File: config.mk
export PLATFORM = sky130hd
export DESIGN_NAME = ysyx_2022040010_icache_refill_flat
export DESIGN_NICKNAME = d
export VERILOG_FILES = /design/src/rtl/ysyx_2022040010_icache_refill_pkg.sv /design/src/rtl/ysyx_2022040010_icache_refill_if.sv /design/src/rtl/ysyx_2022040010_axi_rbeat_pack.sv /design/src/rtl/ysyx_2022040010_icache_refill.sv /design/src/flat_wrapper.sv
export SDC_FILE = /design/constraint.sdc
export NUM_CORES = 1
export LEC_CHECK = 0
export ABC_AREA = 1
export BUFFER_PORTS_ARGS = -buffer_cell sky130_fd_sc_hd__buf_4
export CORE_AREA = 2 2 136 138
export DETAILED_ROUTE_END_ITERATION = 6
export DIE_AREA = 0 0 138 140
export GPL_ROUTABILITY_DRIVEN = 0
export PLACE_DENSITY = 0.8
export REMOVE_ABC_BUFFERS = 1
export SLEW_MARGIN = 40
export SYNTH_ARGS = -nofsm -noshare
export SYNTH_HDL_FRONTEND = slang
export SYNTH_SLANG_ARGS = --single-unit
File: constraint.sdc
create_clock -name clk -period 1.7 [get_ports clk]
set_clock_uncertainty 0.05 [all_clocks]
set_input_delay 0.255 -clock clk [delete_from_list [all_inputs] [get_ports clk]]
set_output_delay 0.255 -clock clk [all_outputs]
set_load 0.01 [all_outputs]
File: src/rtl/ysyx_2022040010_icache_refill_pkg.sv
// Shared constants and FSM encoding for the I-cache line refill engine.
// Holds AXI burst/size/resp codes plus the line geometry the refill path is built around.
package ysyx_2022040010_icache_refill_pkg;

  localparam int OFFSET_WIDTH = 4;
  localparam int OFFSET_W     = OFFSET_WIDTH;
  localparam int LINE_BITS    = 128;

  localparam logic [3:0] AXI_ID     = 4'd0;
  localparam logic [1:0] BURST_INCR = 2'b01;
  localparam logic [2:0] SIZE_8B    = 3'b011;
  localparam logic [1:0] RESP_OKAY  = 2'b00;

  typedef enum logic [1:0] {
    S_IDLE = 2'd0,
    S_AR   = 2'd1,
    S_R    = 2'd2,
    S_DONE = 2'd3
  } state_t;

endpackage

File: src/rtl/ysyx_2022040010_icache_refill_if.sv
// AXI4 read-address and read-data channels between the refill engine and the bus bridge.
// master = refill engine (issues AR, accepts R); slave = bus bridge.
interface ysyx_2022040010_icache_refill_if #(
  parameter int ADDR_W = 64,
  parameter int DATA_W = 64
);
  logic              arvalid;
  logic              arready;
  logic [ADDR_W-1:0] araddr;
  logic [3:0]        arid;
  logic [7:0]        arlen;
  logic [2:0]        arsize;
  logic [1:0]        arburst;

  logic              rvalid;
  logic              rready;
  logic [DATA_W-1:0] rdata;
  logic [1:0]        rresp;
  logic              rlast;
  logic [3:0]        rid;

  modport master (
    output arvalid, araddr, arid, arlen, arsize, arburst, rready,
    input  arready, rvalid, rdata, rresp, rlast, rid
  );

  modport slave (
    input  arvalid, araddr, arid, arlen, arsize, arburst, rready,
    output arready, rvalid, rdata, rresp, rlast, rid
  );
endinterface

File: src/rtl/ysyx_2022040010_axi_rbeat_pack.sv
// Packs AXI read beats into a cache line and accumulates burst protocol errors.
// Beat written on the accepting edge; last asserts combinationally on the final accepted beat.
module ysyx_2022040010_axi_rbeat_pack #(
  parameter int         DATA_W    = 64,
  parameter int         LINE_BITS = 128,
  parameter logic [3:0] AXI_ID    = 4'd0
) (
  input  logic                 clk,
  input  logic                 rst,
  input  logic                 clr,
  input  logic                 fire,
  input  logic [DATA_W-1:0]    rdata,
  input  logic [1:0]           rresp,
  input  logic                 rlast,
  input  logic [3:0]           rid,
  output logic [LINE_BITS-1:0] line,
  output logic                 err,
  output logic                 last
);
  import ysyx_2022040010_icache_refill_pkg::*;

  localparam int BEATS = LINE_BITS / DATA_W;
  localparam int CNT_W = (BEATS > 1) ? $clog2(BEATS) : 1;

  logic [CNT_W-1:0] cnt;
  logic             at_last;
  logic             beat_err;

  assign at_last  = (cnt == CNT_W'(BEATS - 1));
  // rlast must coincide exactly with the final beat; either mismatch is an error
  assign beat_err = (rresp != RESP_OKAY) | (rid != AXI_ID) | (rlast != at_last);
  assign last     = fire & (at_last | rlast);

  always_ff @(posedge clk) begin
    if (rst) begin
      cnt  <= '0;
      err  <= 1'b0;
      line <= '0;
    end else if (clr) begin
      cnt <= '0;
      err <= 1'b0;
    end else if (fire) begin
      line[int'(cnt)*DATA_W +: DATA_W] <= rdata;
      err                              <= err | beat_err;
      cnt                              <= cnt + 1'b1;
    end
  end

endmodule

File: src/rtl/ysyx_2022040010_icache_refill.sv
// I-cache miss service: one AXI INCR burst per miss, refresh strobe 4 cycles after miss at zero wait.
// AR held until arready; R accepted only in R state; optional perf counters under ICACHE_REFILL_PERF_EN.
module ysyx_2022040010_icache_refill #(
  parameter int         ADDR_W    = 64,
  parameter int         DATA_W    = 64,
  parameter int         LINE_BITS = ysyx_2022040010_icache_refill_pkg::LINE_BITS,
  parameter int         OFFSET_W  = ysyx_2022040010_icache_refill_pkg::OFFSET_W,
  parameter logic [3:0] AXI_ID    = ysyx_2022040010_icache_refill_pkg::AXI_ID
) (
  input  logic                 clk,
  input  logic                 rst,
  input  logic                 miss,
  input  logic [ADDR_W-1:0]    miss_addr,
  input  logic                 flush,
  output logic                 refresh,
  output logic [LINE_BITS-1:0] refill_line,
  output logic                 bus_err,
  output logic                 busy,
`ifdef ICACHE_REFILL_PERF_EN
  output logic [31:0]          perf_miss_cnt,
  output logic [31:0]          perf_stall_cyc,
`endif
  ysyx_2022040010_icache_refill_if.master axi
);
  import ysyx_2022040010_icache_refill_pkg::*;

  localparam int BEATS = LINE_BITS / DATA_W;

  state_t            state, state_nxt;
  logic [ADDR_W-1:0] araddr_q;
  logic              flush_q;
  logic              start;
  logic              fire;
  logic              beat_last;
  logic              err_q;
  logic              unused_offset;

  assign start         = (state == S_IDLE) & miss;
  assign fire          = axi.rvalid & axi.rready;
  assign unused_offset = ^miss_addr[OFFSET_W-1:0];

  always_ff @(posedge clk) begin
    if (rst) begin
      state    <= S_IDLE;
      araddr_q <= '0;
      flush_q  <= 1'b0;
    end else begin
      state <= state_nxt;
      if (start) begin
        araddr_q <= {miss_addr[ADDR_W-1:OFFSET_W], {OFFSET_W{1'b0}}};
        flush_q  <= 1'b0;
      end else if ((state != S_IDLE) && flush) begin
        flush_q <= 1'b1;
      end
    end
  end

  always_comb begin
    state_nxt = state;
    refresh   = 1'b0;
    bus_err   = 1'b0;
    unique case (state)
      S_IDLE: if (miss) state_nxt = S_AR;
      S_AR:   if (axi.arready) state_nxt = S_R;
      S_R:    if (beat_last) state_nxt = S_DONE;
      S_DONE: begin
        state_nxt = S_IDLE;
        // a bad burst is reported even if a flush also arrived
        if (err_q)         bus_err = 1'b1;
        else if (!flush_q) refresh = 1'b1;
      end
      default: state_nxt = S_IDLE;
    endcase
  end

  assign busy        = (state != S_IDLE);
  assign axi.arvalid = (state == S_AR);
  assign axi.rready  = (state == S_R);
  assign axi.araddr  = araddr_q;
  assign axi.arid    = AXI_ID;
  assign axi.arlen   = 8'(BEATS - 1);
  assign axi.arsize  = SIZE_8B;
  assign axi.arburst = BURST_INCR;

  ysyx_2022040010_axi_rbeat_pack #(
    .DATA_W    (DATA_W),
    .LINE_BITS (LINE_BITS),
    .AXI_ID    (AXI_ID)
  ) u_pack (
    .clk   (clk),
    .rst   (rst),
    .clr   (start),
    .fire  (fire),
    .rdata (axi.rdata),
    .rresp (axi.rresp),
    .rlast (axi.rlast),
    .rid   (axi.rid),
    .line  (refill_line),
    .err   (err_q),
    .last  (beat_last)
  );

`ifdef ICACHE_REFILL_PERF_EN
  always_ff @(posedge clk) begin
    if (rst) begin
      perf_miss_cnt  <= '0;
      perf_stall_cyc <= '0;
    end else begin
      if (start) perf_miss_cnt <= perf_miss_cnt + 32'd1;
      if (busy)  perf_stall_cyc <= perf_stall_cyc + 32'd1;
    end
  end
`endif

endmodule

File: src/flat_wrapper.sv
// flat-port wrapper written by rule: the top's interface ports become plain ports
module ysyx_2022040010_icache_refill_flat import ysyx_2022040010_icache_refill_pkg::*;
#(
  parameter int         ADDR_W    = 64,
  parameter int         DATA_W    = 64,
  parameter int         LINE_BITS = ysyx_2022040010_icache_refill_pkg::LINE_BITS,
  parameter int         OFFSET_W  = ysyx_2022040010_icache_refill_pkg::OFFSET_W,
  parameter logic [3:0] AXI_ID    = ysyx_2022040010_icache_refill_pkg::AXI_ID
)
  (clk, rst, miss, miss_addr, flush, refresh, refill_line, bus_err, busy, axi_arvalid, axi_araddr, axi_arid, axi_arlen, axi_arsize, axi_arburst, axi_rready, axi_arready, axi_rvalid, axi_rdata, axi_rresp, axi_rlast, axi_rid);
  ysyx_2022040010_icache_refill_if #(.ADDR_W(ADDR_W), .DATA_W(DATA_W)) axi_i ();
  input  logic clk;
  input  logic rst;
  input  logic miss;
  input  logic [ADDR_W-1:0] miss_addr;
  input  logic flush;
  output logic refresh;
  output logic [LINE_BITS-1:0] refill_line;
  output logic bus_err;
  output logic busy;
  output wire logic [$bits(axi_i.arvalid)-1:0] axi_arvalid;
  output wire logic [$bits(axi_i.araddr)-1:0] axi_araddr;
  output wire logic [$bits(axi_i.arid)-1:0] axi_arid;
  output wire logic [$bits(axi_i.arlen)-1:0] axi_arlen;
  output wire logic [$bits(axi_i.arsize)-1:0] axi_arsize;
  output wire logic [$bits(axi_i.arburst)-1:0] axi_arburst;
  output wire logic [$bits(axi_i.rready)-1:0] axi_rready;
  input wire logic [$bits(axi_i.arready)-1:0] axi_arready;
  input wire logic [$bits(axi_i.rvalid)-1:0] axi_rvalid;
  input wire logic [$bits(axi_i.rdata)-1:0] axi_rdata;
  input wire logic [$bits(axi_i.rresp)-1:0] axi_rresp;
  input wire logic [$bits(axi_i.rlast)-1:0] axi_rlast;
  input wire logic [$bits(axi_i.rid)-1:0] axi_rid;
  assign axi_arvalid = axi_i.arvalid;
  assign axi_araddr = axi_i.araddr;
  assign axi_arid = axi_i.arid;
  assign axi_arlen = axi_i.arlen;
  assign axi_arsize = axi_i.arsize;
  assign axi_arburst = axi_i.arburst;
  assign axi_rready = axi_i.rready;
  assign axi_i.arready = axi_arready;
  assign axi_i.rvalid = axi_rvalid;
  assign axi_i.rdata = axi_rdata;
  assign axi_i.rresp = axi_rresp;
  assign axi_i.rlast = axi_rlast;
  assign axi_i.rid = axi_rid;
  ysyx_2022040010_icache_refill #(.ADDR_W(ADDR_W), .DATA_W(DATA_W), .LINE_BITS(LINE_BITS), .OFFSET_W(OFFSET_W), .AXI_ID(AXI_ID)) u_core (.clk(clk), .rst(rst), .miss(miss), .miss_addr(miss_addr), .flush(flush), .refresh(refresh), .refill_line(refill_line), .bus_err(bus_err), .busy(busy), .axi(axi_i));
endmodule
# Word level (Yosys, flattened, before mapping)
# Cells that the tools add are included.
[word_totals] inputBits=141 romBits=0 out_inout_bits=214 wordCells=43 memories=0 mem_bits_rw=0 latchBits=0 ff_bits=193
[classes] shifts=2 mul=0 bitwise=8 order_cmp=0 n_reduce_logical=8 n_addsub=2 muxes=10 eq_ne=7 div=0
[op_table] op="bitwise mux 128 bit" count=1
[op_table] op="variable shift 64 x 33 -> 128 bit (first input constant)" count=1
[op_table] op="variable part select 64 x 33 -> 128 bit" count=1
[op_table] op="negator 7 -> 33 bit" count=1
[op_table] op="case mux 2 bit (4 select lines)" count=1
[op_table] op="two-way mux 2 bit" count=3
[op_table] op="two-way mux 1 bit" count=5
[op_table] op="== test 2 bit (second input constant)" count=2
[op_table] op="!= test 2 bit (second input constant)" count=2
[op_table] op="bitwise OR 1 bit" count=4
[op_table] op="nonzero test 2 bit" count=2
[op_table] op="nonzero test 4 bit" count=1
[op_table] op="bitwise AND 1 bit" count=3
[op_table] op="AND reduction 3 bit" count=1
[op_table] op="== test 2 x 1 -> 1 bit (second input constant)" count=1
[op_table] op="logical NOT 2 bit" count=1
[op_table] op="!= test 2 x 1 -> 1 bit (second input constant)" count=1
[op_table] op="AND reduction 2 bit" count=1
[op_table] op="OR reduction 2 bit" count=1
[op_table] op="adder 1 bit (second input constant)" count=1
[op_table] op="logical AND 1 bit" count=1
[op_table] op="!= test 1 bit" count=1
[op_table] op="inverter 1 bit" count=1

# Depth between registers and ports, before layout
[logic_depth] ltp_word=5 depth_mapped=9 ltp_nobuf=8

# Hierarchy
# From an unflattened synthesis, not the netlist that was laid out.
[hier_totals] hier_cells=897 area_unflattened_um2=7268.2
[modules_own_cells] mod="ysyx_2022040010_axi_rbeat_pack" seq_area_each_um2=2602.5 cells_each=578 instances=1 area_per_inst_um2=4772.1
[modules_own_cells] mod="ysyx_2022040010_icache_refill" seq_area_each_um2=1261.2 cells_each=319 instances=1 area_per_inst_um2=2496.1

# Least setup slack after synthesis
# No wires, ideal clock.
[synth_timing] path_kind="flip-flop to flip-flop" start="reg u_core.state[0]" end="reg u_core.u_pack.line[24]" slack_ns=0.171 path_buffers=2 required_ns=1.534 setup_time_ns=0.116 t_arrival_ns=1.364 period_less_slack_ns=1.529 stages_incl_launch_ff=10 cell_sequence="dfxtp_1 -> inv_1 -> ha_1 -> nand2_2 -> clkinv_2 -> nand3_4 -> buf_12 -> buf_6 -> o21ai_0 -> nor2_1"
[synth_between] word_cells_on_any_way=6 cone_classes="eq/ne (1); bitwise (3); reduce/logical (2)"
[synth_lines] element="start: declaration" line="ysyx_2022040010_icache_refill.sv:29" text="state_t state, state_nxt;"
[synth_lines] element="start signal: assignment" line="ysyx_2022040010_icache_refill.sv:48" text="state <= state_nxt;"
[synth_lines] element="== test 2 bit" line="ysyx_2022040010_icache_refill.sv:78" text="assign axi.rready = (state == S_R);"
[synth_lines] element="net axi_rready" line="flat_wrapper.sv:27" text="output wire logic [$bits(axi_i.rready)-1:0] axi_rready;"
[synth_lines] element="bitwise AND 1 bit" line="ysyx_2022040010_icache_refill.sv:39" text="assign fire = axi.rvalid & axi.rready;"
[synth_lines] element="AND reduction 2 bit (no source line)"
[synth_lines] element="end signal: indexed assignment" line="ysyx_2022040010_axi_rbeat_pack.sv:43" text="line[int'(cnt)*DATA_W +: DATA_W] <= rdata;"
[synth_lines] element="end: declaration" line="ysyx_2022040010_axi_rbeat_pack.sv:16" text="output logic [LINE_BITS-1:0] line,"
# The timed path passes the listed nets, and every way through them passes these cells.
# A chain may end at the register's enable or synchronous reset.

# Final worst setup path
[layout_timing] start="reg u_core.state[1]" end="reg u_core.araddr_q[59], in the netlist u_core.axi.araddr[59]"
[layout_between] elab_chain_len=2
[layout_rtl] element="logical NOT 2 bit" line="ysyx_2022040010_icache_refill.sv:38" text="assign start = (state == S_IDLE) & miss;"
[layout_rtl] element="bitwise AND 1 bit" line="ysyx_2022040010_icache_refill.sv:38"
[layout_rtl] element="end signal: assignment" line="ysyx_2022040010_icache_refill.sv:50" text="araddr_q <= {miss_addr[ADDR_W-1:OFFSET_W], {OFFSET_W{1'b0}}};"
[layout_rtl] element="end: declaration" line="ysyx_2022040010_icache_refill.sv:30" text="logic [ADDR_W-1:0] araddr_q;"
# No other way between the ends.

==> results.py <==
metrics = {
    "status": {
        "outcome": "finished, final reports clean",
    },
    "placed_design": {
        "dp_cells": 1413,
        "dpl-instance-area_mm2": 0.00967,
        "io_buffers": 329,
        "dpl.hpwl_um": 15200,
        "pre_cts_ws_ns": -0.0233,
    },
    "cells_and_area": {
        "multi_input_area_mm2": 0.00271,
        "fin_cells": 1452,
        "antenna_cells": 0,
        "syn2layout_area_growth_pct": 47.4,
        "nets": 1357,
        "fill_cells": 1581,
        "drive_gt1_frac": 0.330,
        "seq_area_mm2": 0.00387,
        "design_area_mm2": 0.0104,
        "final_util": 0.586,
    },
    "power": {
        "leakage_nw": 4.73,
        "power_density_mw_per_mm2": 1310,
        "irDropWorstVdd_mv": 0.705,
    },
    "global_routing": {
        "grt_pass1_vias": 6436,
        "grt_max_degree": 87,
        "globalRoute.totalOverflow": 0,
        "groute.usage.overall": 0.210,
        "grt_pass1_wl_um": 32800,
        "antenna_found_initial": 0,
    },
    "route": {
        "viasPerCell": 4.72,
        "dr.pass1.iters": 5,
        "vias": 6850,
        "drc": 0,
        "drt-total-wl_um": 21300,
        "detail_route.wl_per_cell_um": 14.7,
        "drtAntennaViolNets": 0,
        "drt_iter0_drc": 372,
    },
    "synthesis": {
        "synth_top_area_share": 0.547,
        "synth_cell_type_count": 25,
        "synthCells": 897,
        "synth_top_cell_by_area": "dfxtp_1",
        "yosysWarnings": 0,
        "ys_seq_area_frac": 0.547,
        "syn_area_mm2": 0.00707,
        "synth_area_leaders": "dfxtp_1 (55%), nor2_1 (21%), o21ai_0 (6.9%), o21ai_1 (6.6%), buf_4 (2.2%)",
        "syn_avg_cell_area_um2": 7.88,
        "ys_seq_elements": 193,
    },
    "die": {
        "die_w_um": 138,
        "pin_count": 355,
        "rows": 49,
        "die_h_um": 140,
        "core_mm2": 0.0178,
        "die_area_mm2": 0.0193,
        "initial_core_util": 0.397,
    },
    "timing": {
        "min_period_over_period": 0.990,
        "setup_viol": 0,
        "finalMaxSlewViolations": 0,
        "clock.fmax_ghz": 0.594,
        "holdWs_ns": 0.0201,
        "layout_setup_ws_ns": 0.0177,
        "period_needed_ns": 1.68,
        "finalHoldViolations": 0,
    },
    "flow_run": {
        "maxCapViolCount": 0,
    },
    "clock_network": {
        "h-tree-depth": 4,
        "clockRootBuffer": "clkbuf_16",
        "hold_buffers": 0,
        "cts_sinks": 193,
        "clockBufferDepth": 2,
        "cts_tree": "built",
        "cts_inserted_buffers": 17,
        "clk-insertion-delay-late_ns": 0.42,
        "clk_pin_slew_ns": 0.07,
    },
    "setup_path": {
        "slowest_delay_ns": 0.35,
        "worstPathRequired_ns": 1.96,
        "crit_chain": "inv_1 -> ha_2 -> nand2_4 -> buf_4 -> buf_12 -> o21ai_0 -> nor2_1",
        "slowest_stage": "dfxtp_2",
        "worst-setup-path-type": "flop to flop",
        "worstSetupEndpointType": "flop",
        "start_kind": "flop",
        "crit_arrival_ns": 1.94,
        "crit_fanout": 55,
    },
    "worst_hold_path": {
        "hold_class": "input port to flop",
    },
}
## worst max-delay path: cells and delay by family, from the launching register on
family / cells / cell delay [ns]
AO/OA/AOI/OAI: 1 / 0.30
adder cells (fa/ha/maj): 1 / 0.24
buffers and inverters: 3 / 0.44
flip-flops: 1 / 0.35
AND/OR/NAND/NOR: 2 / 0.17
## path summary, 6_finish.rpt
kind / cells past startpoint / slack (ns) / endpoint / startpoint
worst max-delay path: 7 / 0.02 / u_core.axi.araddr[59] / u_core.state[1]
worst min-delay path: 3 / 0.02 / u_core.u_pack.line[12] / axi_rdata[12]
worst max register to register: 7 / 0.02 / u_core.axi.araddr[59] / u_core.state[1]
worst min register to register: 2 / 0.41 / u_core.flush_q / u_core.flush_q
## per-layer routing
metal / global-route usage / part of all wire / up-vias
met1: 0.243 / 0.40 / 3106
li1: - / - / 3425
met2: 0.357 / 0.49 / 248
met3: 0.0485 / 0.062 / 71
met4: 0.125 / 0.049 / 0
met5: 0 / 0 / -
## per-stage QoR
step                power (mW)  TNS [ns]
floorplan                 7.52   -207.42
CTS                       13.6         0
global route              14.4   -0.0404
detailed placement        9.52   -0.0426
global placement          9.41         0
finish                    13.6         0
## synthesized netlist by cell type
master / number
o21ai_1: 93
nand2_2: 1
dfxtp_1: 193
clkbuf_1: 24
clkinv_1: 1
buf_1: 1
buf_2: 20
clkinv_2: 1
a21oi_1: 3
nor2_1: 386
o21ai_0: 97
nand2_1: 11
inv_1: 14
nor2_4: 1
nor3_1: 1
nand2_4: 2
inv_2: 1
ha_1: 6
nand3_4: 1
inv_4: 2
buf_4: 21
buf_6: 13
or2_2: 1
conb_1: 2
buf_12: 1
## repair_timing
item                       in CTS  in global routing
cloned                          0                  2
pin swaps                       1                  3
buffers inserted                2                  3
setup endpoints to repair      70                102
resized for setup               1                 17
## cells in the final DEF, fill, tap and decap left out, types with 2 or more instances in the layout
master	instances
bufinv_16	2
clkbuf_16	19
o21ai_2	2
ha_1	3
a21oi_1	3
buf_12	13
inv_6	5
clkinv_2	3
nor2_1	386
ha_2	2
o21ai_1	95
dfxtp_1	191
conb_1	21
nand2_1	11
inv_2	2
buf_4	339
o21ai_0	93
dfxtp_2	2
clkbuf_1	2
clkbuf_8	3
inv_1	12
## cells by family after synthesis
kind of cell,count (synthesis),synth area share
and+or+nand+nor,404,0.221
AOI/OAI and AO/OA,193,0.137
DFF,193,0.547
buffers and inverters,99,0.0843
adders and majority gates,6,0.0106
other,2,0.00106
## power by group
group / switching [mW] / internal [mW]
sequential: 0.374 / 5.24
clock: 1.76 / 2.31
combinational: 2.10 / 1.87
## registers in the layout, indices dropped and copies added, names as in the netlist
| signal | cells |
|---|---|
| u_core.u_pack.line | 128 |
| u_core.flush_q | 1 |
| u_core.u_pack.err | 1 |
| u_core.u_pack.at_last | 1 |
| u_core.state | 2 |
| u_core.axi.araddr | 60 |
## layout make-up
| class | count | area share |
|---|---|---|
| sequential | 193 | 0.371 |
| timing repair buffer | 355 | 0.275 |
| multi-input combinational | 624 | 0.260 |
| clock buffer | 22 | 0.0455 |
| tap | 229 | 0.0275 |
| clock inverter | 10 | 0.0117 |
| inverter | 19 | 0.00841 |
No activity file was read; power rests on OpenSTA's default activity.
